<file path="config.mk">
export PLATFORM = sky130hd
export DESIGN_NAME = mips_multicycle_ctrl
export DESIGN_NICKNAME = d
export VERILOG_FILES = /design/src/rtl/mips_multicycle_ctrl_pkg.sv /design/src/rtl/mips_mem_timeout.sv /design/src/rtl/mips_multicycle_ctrl.sv
export SDC_FILE = /design/constraint.sdc
export NUM_CORES = 1
export LEC_CHECK = 0
export ABC_CLOCK_PERIOD_IN_PS = 4900
export CORE_UTILIZATION = 50
export CTS_BUF_LIST = sky130_fd_sc_hd__clkbuf_2
export DETAILED_ROUTE_END_ITERATION = 10
export PLACE_DENSITY = 0.94
export SLEW_MARGIN = 20
export SYNTH_ARGS = -nofsm -noshare
export SYNTH_HDL_FRONTEND = slang
export SYNTH_HIERARCHICAL = 1
export SYNTH_SLANG_ARGS = --single-unit
</file>
<file path="constraint.sdc">
create_clock -name clk -period 4.9 [get_ports clk]
set_input_delay 0.98 -clock clk [delete_from_list [all_inputs] [get_ports clk]]
set_output_delay 0.98 -clock clk [all_outputs]
set_load 0.01 [all_outputs]
</file>
<file path="src/rtl/mips_multicycle_ctrl_pkg.sv">
// Shared state, opcode and control-field encodings for the multi-cycle MIPS sequencer.
// Latency: none (types and constants only).
// Backpressure: not applicable.
package mips_ctrl_pkg;

    typedef enum logic [3:0] {
        S_FETCH, S_DECODE, S_EXEC_R, S_WB_R, S_EXEC_I, S_WB_I, S_MEM_ADR, S_MEM_RD,
        S_WB_MEM, S_MEM_WR, S_BRANCH, S_JUMP, S_JAL, S_JR, S_ERROR
    } state_t;

    localparam logic [5:0] OP_RTYPE = 6'b000000;
    localparam logic [5:0] OP_LW    = 6'b100011;
    localparam logic [5:0] OP_SW    = 6'b101011;
    localparam logic [5:0] OP_BEQ   = 6'b000100;
    localparam logic [5:0] OP_BNE   = 6'b000101;
    localparam logic [5:0] OP_ADDI  = 6'b001000;
    localparam logic [5:0] OP_J     = 6'b000010;
    localparam logic [5:0] OP_JAL   = 6'b000011;
    localparam logic [5:0] FN_JR    = 6'b001000;

    localparam logic [1:0] ALU_ADD   = 2'b00;
    localparam logic [1:0] ALU_SUB   = 2'b01;
    localparam logic [1:0] ALU_FUNCT = 2'b10;

    localparam logic [1:0] DST_RT = 2'b00;
    localparam logic [1:0] DST_RD = 2'b01;
    localparam logic [1:0] DST_RA = 2'b10;

    localparam logic [1:0] TOREG_ALU = 2'b00;
    localparam logic [1:0] TOREG_MDR = 2'b01;
    localparam logic [1:0] TOREG_PC  = 2'b10;

    localparam logic [1:0] PCSRC_ALU    = 2'b00;
    localparam logic [1:0] PCSRC_ALUOUT = 2'b01;
    localparam logic [1:0] PCSRC_JUMP   = 2'b10;
    localparam logic [1:0] PCSRC_RS     = 2'b11;

    localparam logic [1:0] SRCB_RT     = 2'b00;
    localparam logic [1:0] SRCB_FOUR   = 2'b01;
    localparam logic [1:0] SRCB_IMM    = 2'b10;
    localparam logic [1:0] SRCB_IMM_SH = 2'b11;

endpackage

</file>
<file path="src/rtl/mips_mem_timeout.sv">
// Counts stalled memory-request cycles and flags expiry on the last allowed wait cycle.
// Latency: expired is combinational from the registered count and the live inputs.
// Backpressure: none; clears whenever no request is pending or the access completes.
module mips_mem_timeout
    import mips_ctrl_pkg::*;
#(
    parameter int MEM_TIMEOUT = 16,
    parameter int TO_W        = 8
) (
    input  logic clk,
    input  logic rst,
    input  logic active,
    input  logic done,
    output logic expired
);

    localparam logic [TO_W-1:0] LIMIT = TO_W'(MEM_TIMEOUT - 1);

    logic [TO_W-1:0] cnt;

    // The cycle that would push the count to MEM_TIMEOUT is the expiry cycle.
    assign expired = active && !done && (cnt == LIMIT);

    always_ff @(posedge clk) begin
        if (rst || !active || done || expired) begin
            cnt <= '0;
        end else begin
            cnt <= cnt + 1'b1;
        end
    end

endmodule

</file>
<file path="src/rtl/mips_multicycle_ctrl.sv">
// Multi-cycle MIPS32 control FSM driving PC/IR/regfile/ALU/memory-port muxes.
// Latency: 3-5 cycles per instruction with zero-wait memory, +1 per wait cycle.
// Backpressure: mem_req held with stable iord/mem_we until mem_ready; stalls past MEM_TIMEOUT go to ERROR.
module mips_multicycle_ctrl
    import mips_ctrl_pkg::*;
#(
    parameter int MEM_TIMEOUT = 16,
    parameter int TO_W        = 8
) (
    input  logic       clk,
    input  logic       rst,
    input  logic [5:0] opcode,
    input  logic [5:0] funct,
    input  logic       alu_zero,
    input  logic       mem_ready,
    output logic       mem_req,
    output logic       mem_we,
    output logic       iord,
    output logic       ir_write,
    output logic       pc_write,
    output logic       pc_write_cond,
    output logic       branch_eq,
    output logic [1:0] pc_source,
    output logic       alu_src_a,
    output logic [1:0] alu_src_b,
    output logic [1:0] alu_op,
    output logic       reg_write,
    output logic [1:0] reg_dst,
    output logic [1:0] mem_toreg,
    output logic       instr_done,
    output logic       err_illegal_opcode,
    output logic       err_mem_timeout
);

    state_t state, state_nxt;
    logic   err_ill_q, err_to_q;
    logic   set_ill, set_to;
    logic   mem_busy, tmo_expired;
    logic   unused_alu_zero;

    // The zero flag is consumed by the datapath's conditional PC-write gate.
    assign unused_alu_zero = alu_zero;

    assign mem_busy = (state inside {S_FETCH, S_MEM_RD, S_MEM_WR});

    mips_mem_timeout #(.MEM_TIMEOUT(MEM_TIMEOUT), .TO_W(TO_W)) u_timeout (
        .clk     (clk),
        .rst     (rst),
        .active  (mem_busy),
        .done    (mem_ready),
        .expired (tmo_expired)
    );

    always_ff @(posedge clk) begin
        if (rst) begin
            state     <= S_FETCH;
            err_ill_q <= 1'b0;
            err_to_q  <= 1'b0;
        end else begin
            state     <= state_nxt;
            err_ill_q <= err_ill_q | set_ill;
            err_to_q  <= err_to_q | set_to;
        end
    end

    always_comb begin
        state_nxt     = state;
        set_ill       = 1'b0;
        set_to        = 1'b0;
        mem_req       = 1'b0;
        mem_we        = 1'b0;
        iord          = 1'b0;
        ir_write      = 1'b0;
        pc_write      = 1'b0;
        pc_write_cond = 1'b0;
        branch_eq     = 1'b0;
        pc_source     = PCSRC_ALU;
        alu_src_a     = 1'b0;
        alu_src_b     = SRCB_RT;
        alu_op        = ALU_ADD;
        reg_write     = 1'b0;
        reg_dst       = DST_RT;
        mem_toreg     = TOREG_ALU;
        instr_done    = 1'b0;

        case (state)
            S_FETCH: begin
                mem_req   = 1'b1;
                alu_src_b = SRCB_FOUR;
                if (mem_ready) begin
                    ir_write  = 1'b1;
                    pc_write  = 1'b1;
                    state_nxt = S_DECODE;
                end else if (tmo_expired) begin
                    set_to    = 1'b1;
                    state_nxt = S_ERROR;
                end
            end
            S_DECODE: begin
                alu_src_b = SRCB_IMM_SH;
                case (opcode)
                    OP_RTYPE:     state_nxt = (funct == FN_JR) ? S_JR : S_EXEC_R;
                    OP_LW, OP_SW: state_nxt = S_MEM_ADR;
                    OP_BEQ, OP_BNE: state_nxt = S_BRANCH;
                    OP_ADDI:      state_nxt = S_EXEC_I;
                    OP_J:         state_nxt = S_JUMP;
                    OP_JAL:       state_nxt = S_JAL;
                    default: begin
                        set_ill   = 1'b1;
                        state_nxt = S_ERROR;
                    end
                endcase
            end
            S_EXEC_R: begin
                alu_src_a = 1'b1;
                alu_op    = ALU_FUNCT;
                state_nxt = S_WB_R;
            end
            S_WB_R: begin
                reg_write  = 1'b1;
                reg_dst    = DST_RD;
                instr_done = 1'b1;
                state_nxt  = S_FETCH;
            end
            S_EXEC_I, S_MEM_ADR: begin
                alu_src_a = 1'b1;
                alu_src_b = SRCB_IMM;
                if (state == S_EXEC_I) state_nxt = S_WB_I;
                else                   state_nxt = (opcode == OP_LW) ? S_MEM_RD : S_MEM_WR;
            end
            S_WB_I: begin
                reg_write  = 1'b1;
                instr_done = 1'b1;
                state_nxt  = S_FETCH;
            end
            S_MEM_RD, S_MEM_WR: begin
                mem_req = 1'b1;
                iord    = 1'b1;
                mem_we  = (state == S_MEM_WR);
                if (mem_ready) begin
                    instr_done = (state == S_MEM_WR);
                    state_nxt  = (state == S_MEM_WR) ? S_FETCH : S_WB_MEM;
                end else if (tmo_expired) begin
                    set_to    = 1'b1;
                    state_nxt = S_ERROR;
                end
            end
            S_WB_MEM: begin
                reg_write  = 1'b1;
                mem_toreg  = TOREG_MDR;
                instr_done = 1'b1;
                state_nxt  = S_FETCH;
            end
            S_BRANCH: begin
                alu_src_a     = 1'b1;
                alu_op        = ALU_SUB;
                pc_write_cond = 1'b1;
                pc_source     = PCSRC_ALUOUT;
                branch_eq     = ~opcode[0];
                instr_done    = 1'b1;
                state_nxt     = S_FETCH;
            end
            S_JUMP, S_JAL, S_JR: begin
                pc_write   = 1'b1;
                pc_source  = (state == S_JR) ? PCSRC_RS : PCSRC_JUMP;
                instr_done = 1'b1;
                state_nxt  = S_FETCH;
                if (state == S_JAL) begin
                    reg_write = 1'b1;
                    reg_dst   = DST_RA;
                    mem_toreg = TOREG_PC;
                end
            end
            S_ERROR: state_nxt = S_ERROR;
            default: state_nxt = S_FETCH;
        endcase

        // Reset silences every strobe immediately, even mid-handshake.
        if (rst) begin
            mem_req       = 1'b0;
            mem_we        = 1'b0;
            iord          = 1'b0;
            ir_write      = 1'b0;
            pc_write      = 1'b0;
            pc_write_cond = 1'b0;
            branch_eq     = 1'b0;
            pc_source     = 2'b00;
            alu_src_a     = 1'b0;
            alu_src_b     = 2'b00;
            alu_op        = 2'b00;
            reg_write     = 1'b0;
            reg_dst       = 2'b00;
            mem_toreg     = 2'b00;
            instr_done    = 1'b0;
        end
    end

    assign err_illegal_opcode = err_ill_q & ~rst;
    assign err_mem_timeout    = err_to_q & ~rst;

endmodule

</file>
==> results of run 1 <==
[worst max path at each step]
stage / start / endpoint / slack (ns) / depth (start not counted)
2_1_floorplan: rst / reg_dst[1] / 2.05 / 3
3_3_place_gp: rst / pc_write / 1.0 / 5
3_5_place_dp: rst / pc_write / 0.96 / 5
4_1_cts: rst / pc_write / 0.95 / 5
5_1_grt: rst / pc_write / 0.86 / 5
6_report: rst / pc_write / 0.93 / 5
[placed cells by master (no fill, tap or decap), types with 4 or more instances in the layout]
master and instances:
sky130_fd_sc_hd__a21oi_1 18, sky130_fd_sc_hd__clkdlybuf4s50_1 36, sky130_fd_sc_hd__dfxtp_1 14, sky130_fd_sc_hd__inv_1 8, sky130_fd_sc_hd__nand2_1 11, sky130_fd_sc_hd__nand3_1 5, sky130_fd_sc_hd__nor2_1 26, sky130_fd_sc_hd__nor2b_1 5
sky130_fd_sc_hd__nor3_1 4, sky130_fd_sc_hd__o21ai_0 11, sky130_fd_sc_hd__or3_1 7
[cells by family (layout without fill, tap and decap cells)]
family                   Yosys count  in the layout  share of synthesized area
AND/OR/NAND/NOR                   82             82                      0.373
buffers and inverters             19             48                     0.0768
XOR/XNOR                           2              2                     0.0143
flip-flops                        14             14                      0.229
AO/OA/AOI/OAI                     52             52                      0.271
adder cells (fa/ha/maj)            1              1                     0.0102
multiplexers                       3              3                     0.0256
[report_power, final]
group / total (mW) / internal (mW) / switching [mW]
clock: 0.0538 / 0.0177 / 0.0361
combinational: 0.333 / 0.166 / 0.167
sequential: 0.209 / 0.134 / 0.0752
total: 0.596 / 0.317 / 0.278
[synth_stat cells (all sizes together) (2+ instances only)]
cell type	instances	area, um^2
nand2	11	41.3
nor3	4	20.0
a31oi	3	18.8
nor2b	5	31.3
o211ai	2	15.0
a211oi	2	15.0
a21oi	21	116
and3	3	18.8
buf	4	37.5
or2	2	12.5
o21ai	11	55.1
nand2b	3	18.8
nor2	27	118
inv	8	30.0
or3b	2	20.0
or3	7	43.8
nand3	6	35.0
clkbuf	7	26.3
nor3b	2	15.0
mux2i	2	20.0
dfxtp	14	280
a21o	2	15.0
nand4	3	18.8
nor4	3	25.0
[routing by layer]
metal	global-route usage	vias up	routed length, um
met1	0.329	658	1420
met5	0	-	0
li1	-	686	-
met3	0.0446	0	206
met4	0.0135	0	0
met2	0.470	64	1740
[flip-flops by register name, summed over array words and instances (netlist names)]
name	count
u_timeout/cnt	8
state	4
err_ill_q	1
err_to_q	1
[through the flow]
step,area (um^2),std cells,util
6_report,1570,230,0.698
5_1_grt,1570,230,0.698
4_1_cts,1570,230,0.698
3_5_place_dp,1550,226,0.689
3_3_place_gp,1550,226,0.689
2_1_floorplan,1220,173,-
[layout make-up]
class | instances | area share
tap | 28 | 0.0223
sequential | 14 | 0.178
multi-input combinational | 140 | 0.539
clock buffer | 3 | 0.00955
timing repair buffer | 36 | 0.229
inverter | 8 | 0.0191
clock inverter | 1 | 0.00239
==> run_results.csv, run 1 <==
group,metric,value,unit
outcome,status,"finished clean",
cells_and_area,multi_input_combinational_cell_area,848,um^2
drt,wire_per_inst,14.7,um
clock_tree,clk_transition_reported_paths,0.13,ns
die,core,2250,um^2
clock_tree,cts.root.buffer_cell,"sky130_fd_sc_hd__clkbuf_2",
synth,yosysUniqueCellTypes,49,
sta,drv_slew,0,
setup_path,cpMaxStageDelayCell,"sky130_fd_sc_hd__clkdlybuf4s50_1",
synth,synth-seq-area-share,0.229,
setup_path,worstPathBufferInverterCount,2,
worst_hold_path,min_delay_path_depth,1,
setup_path,path_max_fanout,15,
placed_design,dp_hpwl,2520,um
grt,globalRouteOverflowTotal,0,
placed_design,gp_congestion,0.852,
synth,number_of_synthesized_flops_with_an_enable_pin,0,
sta,period_needed,3.97,ns
setup_path,critical_path.endpoint_type,"output pin",
grt,grtUsageTotal,0.258,
cells_and_area,register_area,280,um^2
sta,timing.max_slew.rel_slack,0.559,
clock_tree,numClockSinks,14,
cells_and_area,nNetsFinal,220,
worst_hold_path,min_delay_endpoint,"u_timeout/cnt[0]$_SDFF_PP0_",
clock_tree,tritoncts.num_buffers,3,
synth,most_common_flop_cell_mapped_by_yosys,"sky130_fd_sc_hd__dfxtp_1",
setup_path,worstPathArrival,2.99,ns
grt,grt_start_max_net_pins,22,
clock_tree,cts.hold.buffers_added,0,
setup_path,crit_family,"buffers and inverters",
cells_and_area,antennaDiodeCount,0,
grt,global_route_wire_length_before_repair,5250,um
clock_tree,post-cts-setup-buffer-count,0,
drt,detailedRoute.firstIterationViolations,47,
synth,postSynthRegisterBits,14,
sta,hold_slack,0.527,ns
drt,via_count,1408,
setup_path,rrSetupSlack,2.09,ns
clock_tree,cts_resized,0,
sta,setup_viol,0,
setup_path,crit_path_max_incr_delay,0.79,ns
synth,synthesis.area_per_instance,7.07,um^2
clock_tree,tritoncts,"done",
sta,maxClockFrequency,0.252,GHz
sta,final-hold-violation-count,0,
worst_hold_path,timing.hold.worst.start,"u_timeout/cnt[0]$_SDFF_PP0_",
worst_hold_path,min_path_type,"register to register",
drt,drt.antenna.violating_nets,0,
grt,first_global_vias,1177,
pwr,vdd_ir_drop_max,0.239,mV
pwr,leakage,0.525,nW
placed_design,placement.setup.worst_slack,0.957,ns
die,chipWidth,51.4,um
placed_design,port_buffers,36,
pwr,p_per_area,379,nW/um^2
die,effective_utilization_at_floorplan,0.542,
run,max-cap-violations,0,
drt,totalWireLength,3370,um
synth,async_flop_share,0,
die,pin_count,38,
synth,syn_nets,190,
die,height_of_the_chip,51.4,um
clock_tree,insertion_delay,0.28,ns
clock_tree,clockBufferDepth,2,
sta,postLayoutSetupSlackWorst,0.928,ns
sta,min_period_over_period,0.811,
drt,route.detailed.drc,0,
setup_path,timing.setup.critical_path_class,"input port to output pin",
synth,post_synthesis_instance_area,1220,um^2
sta,setup_tns,0,ns
cells_and_area,drive_gt1_frac,0.0792,
clock_tree,h-tree-depth,1,
die,die-area,2650,um^2
sta,timing.clock.skew,0.000986,ns
sta,worst_pin_slew,0.660,ns
die,rows,17,
sta,rsz0062_at_grt,"false",
setup_path,reg2reg_to,"state[1]$_SDFF_PP0_",
drt,first_pass_iters,4,
setup_path,worst-r2r-cell-count,9,
drt,post_drt_via_cell_ratio,6.12,
synth,yosys_warnings,6,
cells_and_area,layout.filler_cells,203,
setup_path,cp_cell_sequence,"clkdlybuf4s50_1, nand2b_1, nor2_1, or2_2, clkdlybuf4s50_1",
setup_path,crit-reg2reg-launch,"state[0]$_SDFF_PP0_",
setup_path,crit_path_start_kind,"input port",
setup_path,critical_path_required,3.92,ns
cells_and_area,syn_to_layout_area_delta,28.7,%
pwr,fin_total_pwr,0.596,mW
setup_path,timing.critical_path.mode_cell,"sky130_fd_sc_hd__clkdlybuf4s50_1",
grt,grt_antenna_before_repair,0,
synth,syn-instance-count,173,
(Power assumes the default switching activity.)
==> run 2: changes to the inputs <==
--- a/config.mk
+++ b/config.mk
@@ -5,11 +5,11 @@
 export SDC_FILE = /design/constraint.sdc
 export NUM_CORES = 1
 export LEC_CHECK = 0
-export ABC_CLOCK_PERIOD_IN_PS = 4900
-export CORE_UTILIZATION = 50
+export ABC_CLOCK_PERIOD_IN_PS = 3300
+export CORE_UTILIZATION = 43
 export CTS_BUF_LIST = sky130_fd_sc_hd__clkbuf_2
 export DETAILED_ROUTE_END_ITERATION = 10
-export PLACE_DENSITY = 0.94
+export PLACE_DENSITY = 0.87
 export SLEW_MARGIN = 20
 export SYNTH_ARGS = -nofsm -noshare
 export SYNTH_HDL_FRONTEND = slang
==> constraint.sdc (replaced) <==
create_clock -name clk -period 3.3 [get_ports clk]
set_input_delay 0.66 -clock clk [delete_from_list [all_inputs] [get_ports clk]]
set_output_delay 0.66 -clock clk [all_outputs]
set_load 0.01 [all_outputs]
==> run_results.csv, run 2 (synthesized netlist as in run 1, its figures left out) <==
group,metric,value,unit
pwr,vdd_ir_drop_max,0.438,mV
clock_tree,tritoncts.num_buffers,3,
pwr,share_seq_of_total_power,0.246,
cells_and_area,largest_register_ffs,8,
cells_and_area,final_cell_mix,"sky130_fd_sc_hd__clkdlybuf4s50_1 (36), sky130_fd_sc_hd__nor2_1 (26), sky130_fd_sc_hd__a21oi_1 (18)",
pwr,p_per_area,559,nW/um^2
sta,timing.clock.skew,0.00641,ns
pwr,leakage,0.556,nW
die,height_of_the_chip,55.3,um
sta,timing.max_slew.rel_slack,0.725,
grt,grtUsageTotal,0.201,
clock_tree,clockBufferDepth,2,
pwr,total_switching_power,0.407,mW
clock_tree,tritoncts,"done",
sta,rsz0062_at_grt,"false",
clock_tree,insertion_delay,0.27,ns
cells_and_area,nNetsFinal,226,
outcome,status,"finished clean",
setup_path,path_max_fanout,7,
sta,drv_slew,0,
sta,setup_viol,0,
placed_design,gp_congestion,0.812,
die,effective_utilization_at_floorplan,0.472,
placed_design,port_buffers,36,
clock_tree,cts.root.buffer_cell,"sky130_fd_sc_hd__clkbuf_2",
run,max-cap-violations,0,
placed_design,placedInstanceArea,1600,um^2
sta,worst_pin_slew,0.410,ns
die,die-area,3060,um^2
worst_hold_path,min_path_type,"register to register",
clock_tree,numClockSinks,14,
die,rows,18,
clock_tree,h-tree-depth,1,
drt,wire_per_inst,13.1,um
grt,first_global_vias,1120,
worst_hold_path,min_delay_endpoint,"u_timeout/cnt[4]$_SDFF_PP0_",
setup_path,critical_path.endpoint_type,"output pin",
setup_path,critical_path_required,2.64,ns
drt,first_pass_iters,4,
cells_and_area,final_util,0.626,
grt,grt_antenna_before_repair,0,
cells_and_area,biggestRegsByFlops,"u_timeout/cnt (8), state (4)",
grt,grt_start_max_net_pins,21,
drt,route.detailed.drc,0,
cells_and_area,syn_to_layout_area_delta,32.5,%
cells_and_area,antennaDiodeCount,0,
cells_and_area,drive_gt1_frac,0.106,
setup_path,worst-r2r-cell-count,9,
drt,drt.antenna.violating_nets,0,
placed_design,dp_hpwl,2350,um
setup_path,crit-reg2reg-launch,"state[1]$_SDFF_PP0_",
clock_tree,post-cts-setup-buffer-count,0,
setup_path,timing.setup.critical_path_class,"input port to output pin",
die,chipWidth,55.3,um
clock_tree,cts_resized,0,
cells_and_area,final_design_area_no_fill,1620,um^2
pwr,clockPowerShare,0.090,
setup_path,worstPathArrival,2.39,ns
clock_tree,clk_transition_reported_paths,0.14,ns
drt,post_drt_via_cell_ratio,5.85,
die,core,2590,um^2
clock_tree,cts.hold.buffers_added,0,
drt,via_count,1393,
drt,detailedRoute.firstIterationViolations,65,
drt,totalWireLength,3110,um
grt,globalRouteOverflowTotal,0,
cells_and_area,largest-register,"u_timeout/cnt",
pwr,power.switching_fraction,0.449,
pwr,combPwrFrac,0.664,
sta,final-hold-violation-count,0,
sta,period_needed,3.05,ns
grt,global_route_wire_length_before_repair,5140,um
sta,setup_tns,0,ns
worst_hold_path,min_delay_path_depth,2,
setup_path,crit_path_start_kind,"input port",
die,pin_count,38,
setup_path,rrSetupSlack,0.92,ns
worst_hold_path,timing.hold.worst.start,"u_timeout/cnt[4]$_SDFF_PP0_",
setup_path,reg2reg_to,"state[2]$_SDFF_PP0_",
cells_and_area,layout_commonest_cell,"sky130_fd_sc_hd__clkdlybuf4s50_1",
pwr,internal_power,0.498,mW
sta,min_period_over_period,0.926,
sta,maxClockFrequency,0.327,GHz
-- run 2: changes by cell type in the layout (fill, tap and decap cells not counted), sizes merged --
cell,previous run,this run
buf,0,6
-- run 2: area by class of cell --
class	instances	area, um^2
clock inverters	1	3.75
fillers	240	970
clock buffers	3	15.0
well taps	30	37.5
inverters	8	30.0
multi-input cells	140	848
flip-flops and latches	14	280
repair buffers	42	405
-- run 2: metrics by stage --
step                hold slack (ns)  setup WS [ns]  instances  power, mW
floorplan                     0.452           1.09        173      0.641
global placement              0.479          0.268        234      0.816
CTS                           0.531          0.232        238      0.909
finish                        0.536          0.245        238      0.905
global route                  0.557          0.145        238      0.981
detailed placement            0.507          0.228        234      0.823
-- run 2: how the worst max path moves through the flow --
| stage | from | to | slack (ns) | depth (start not counted) |
|---|---|---|---|---|
| after CTS | rst | pc_write | 0.23 | 5 |
| after global placement | rst | pc_write | 0.27 | 5 |
| after global routing | rst | pc_write | 0.15 | 5 |
| final | rst | pc_write | 0.25 | 5 |
| after floorplan | rst | reg_dst[1] | 1.09 | 3 |
| after detailed placement | rst | pc_write | 0.23 | 5 |
-- run 2: routing by layer --
metal / routed length (um) / global-route usage / part of all wire / vias to the layer above
li1: - / - / - / 700
met1: 1430 / 0.277 / 0.46 / 652
met2: 1550 / 0.332 / 0.50 / 37
met3: 107 / 0.0281 / 0.034 / 4
met4: 29 / 0.0429 / 0.0093 / 0
met5: 0 / 0 / 0 / -
-- run 2: critical path: stages --
cell                              delay (ns)
sky130_fd_sc_hd__clkdlybuf4s50_1        0.59
sky130_fd_sc_hd__nand2b_1               0.28
sky130_fd_sc_hd__nor2_1                 0.10
sky130_fd_sc_hd__or2_2                  0.29
sky130_fd_sc_hd__clkdlybuf4s50_1        0.47
-- run 2: power groups by stage --
| stage | Sequential [mW] | Clock [mW] | Combinational (mW) |
|---|---|---|---|
| after floorplan | 0.223 | 0 | 0.419 |
| after global placement | 0.224 | 0 | 0.592 |
| after detailed placement | 0.228 | 0 | 0.595 |
| after CTS | 0.223 | 0.0842 | 0.602 |
| after global routing | 0.229 | 0.0940 | 0.658 |
| final | 0.223 | 0.0813 | 0.601 |
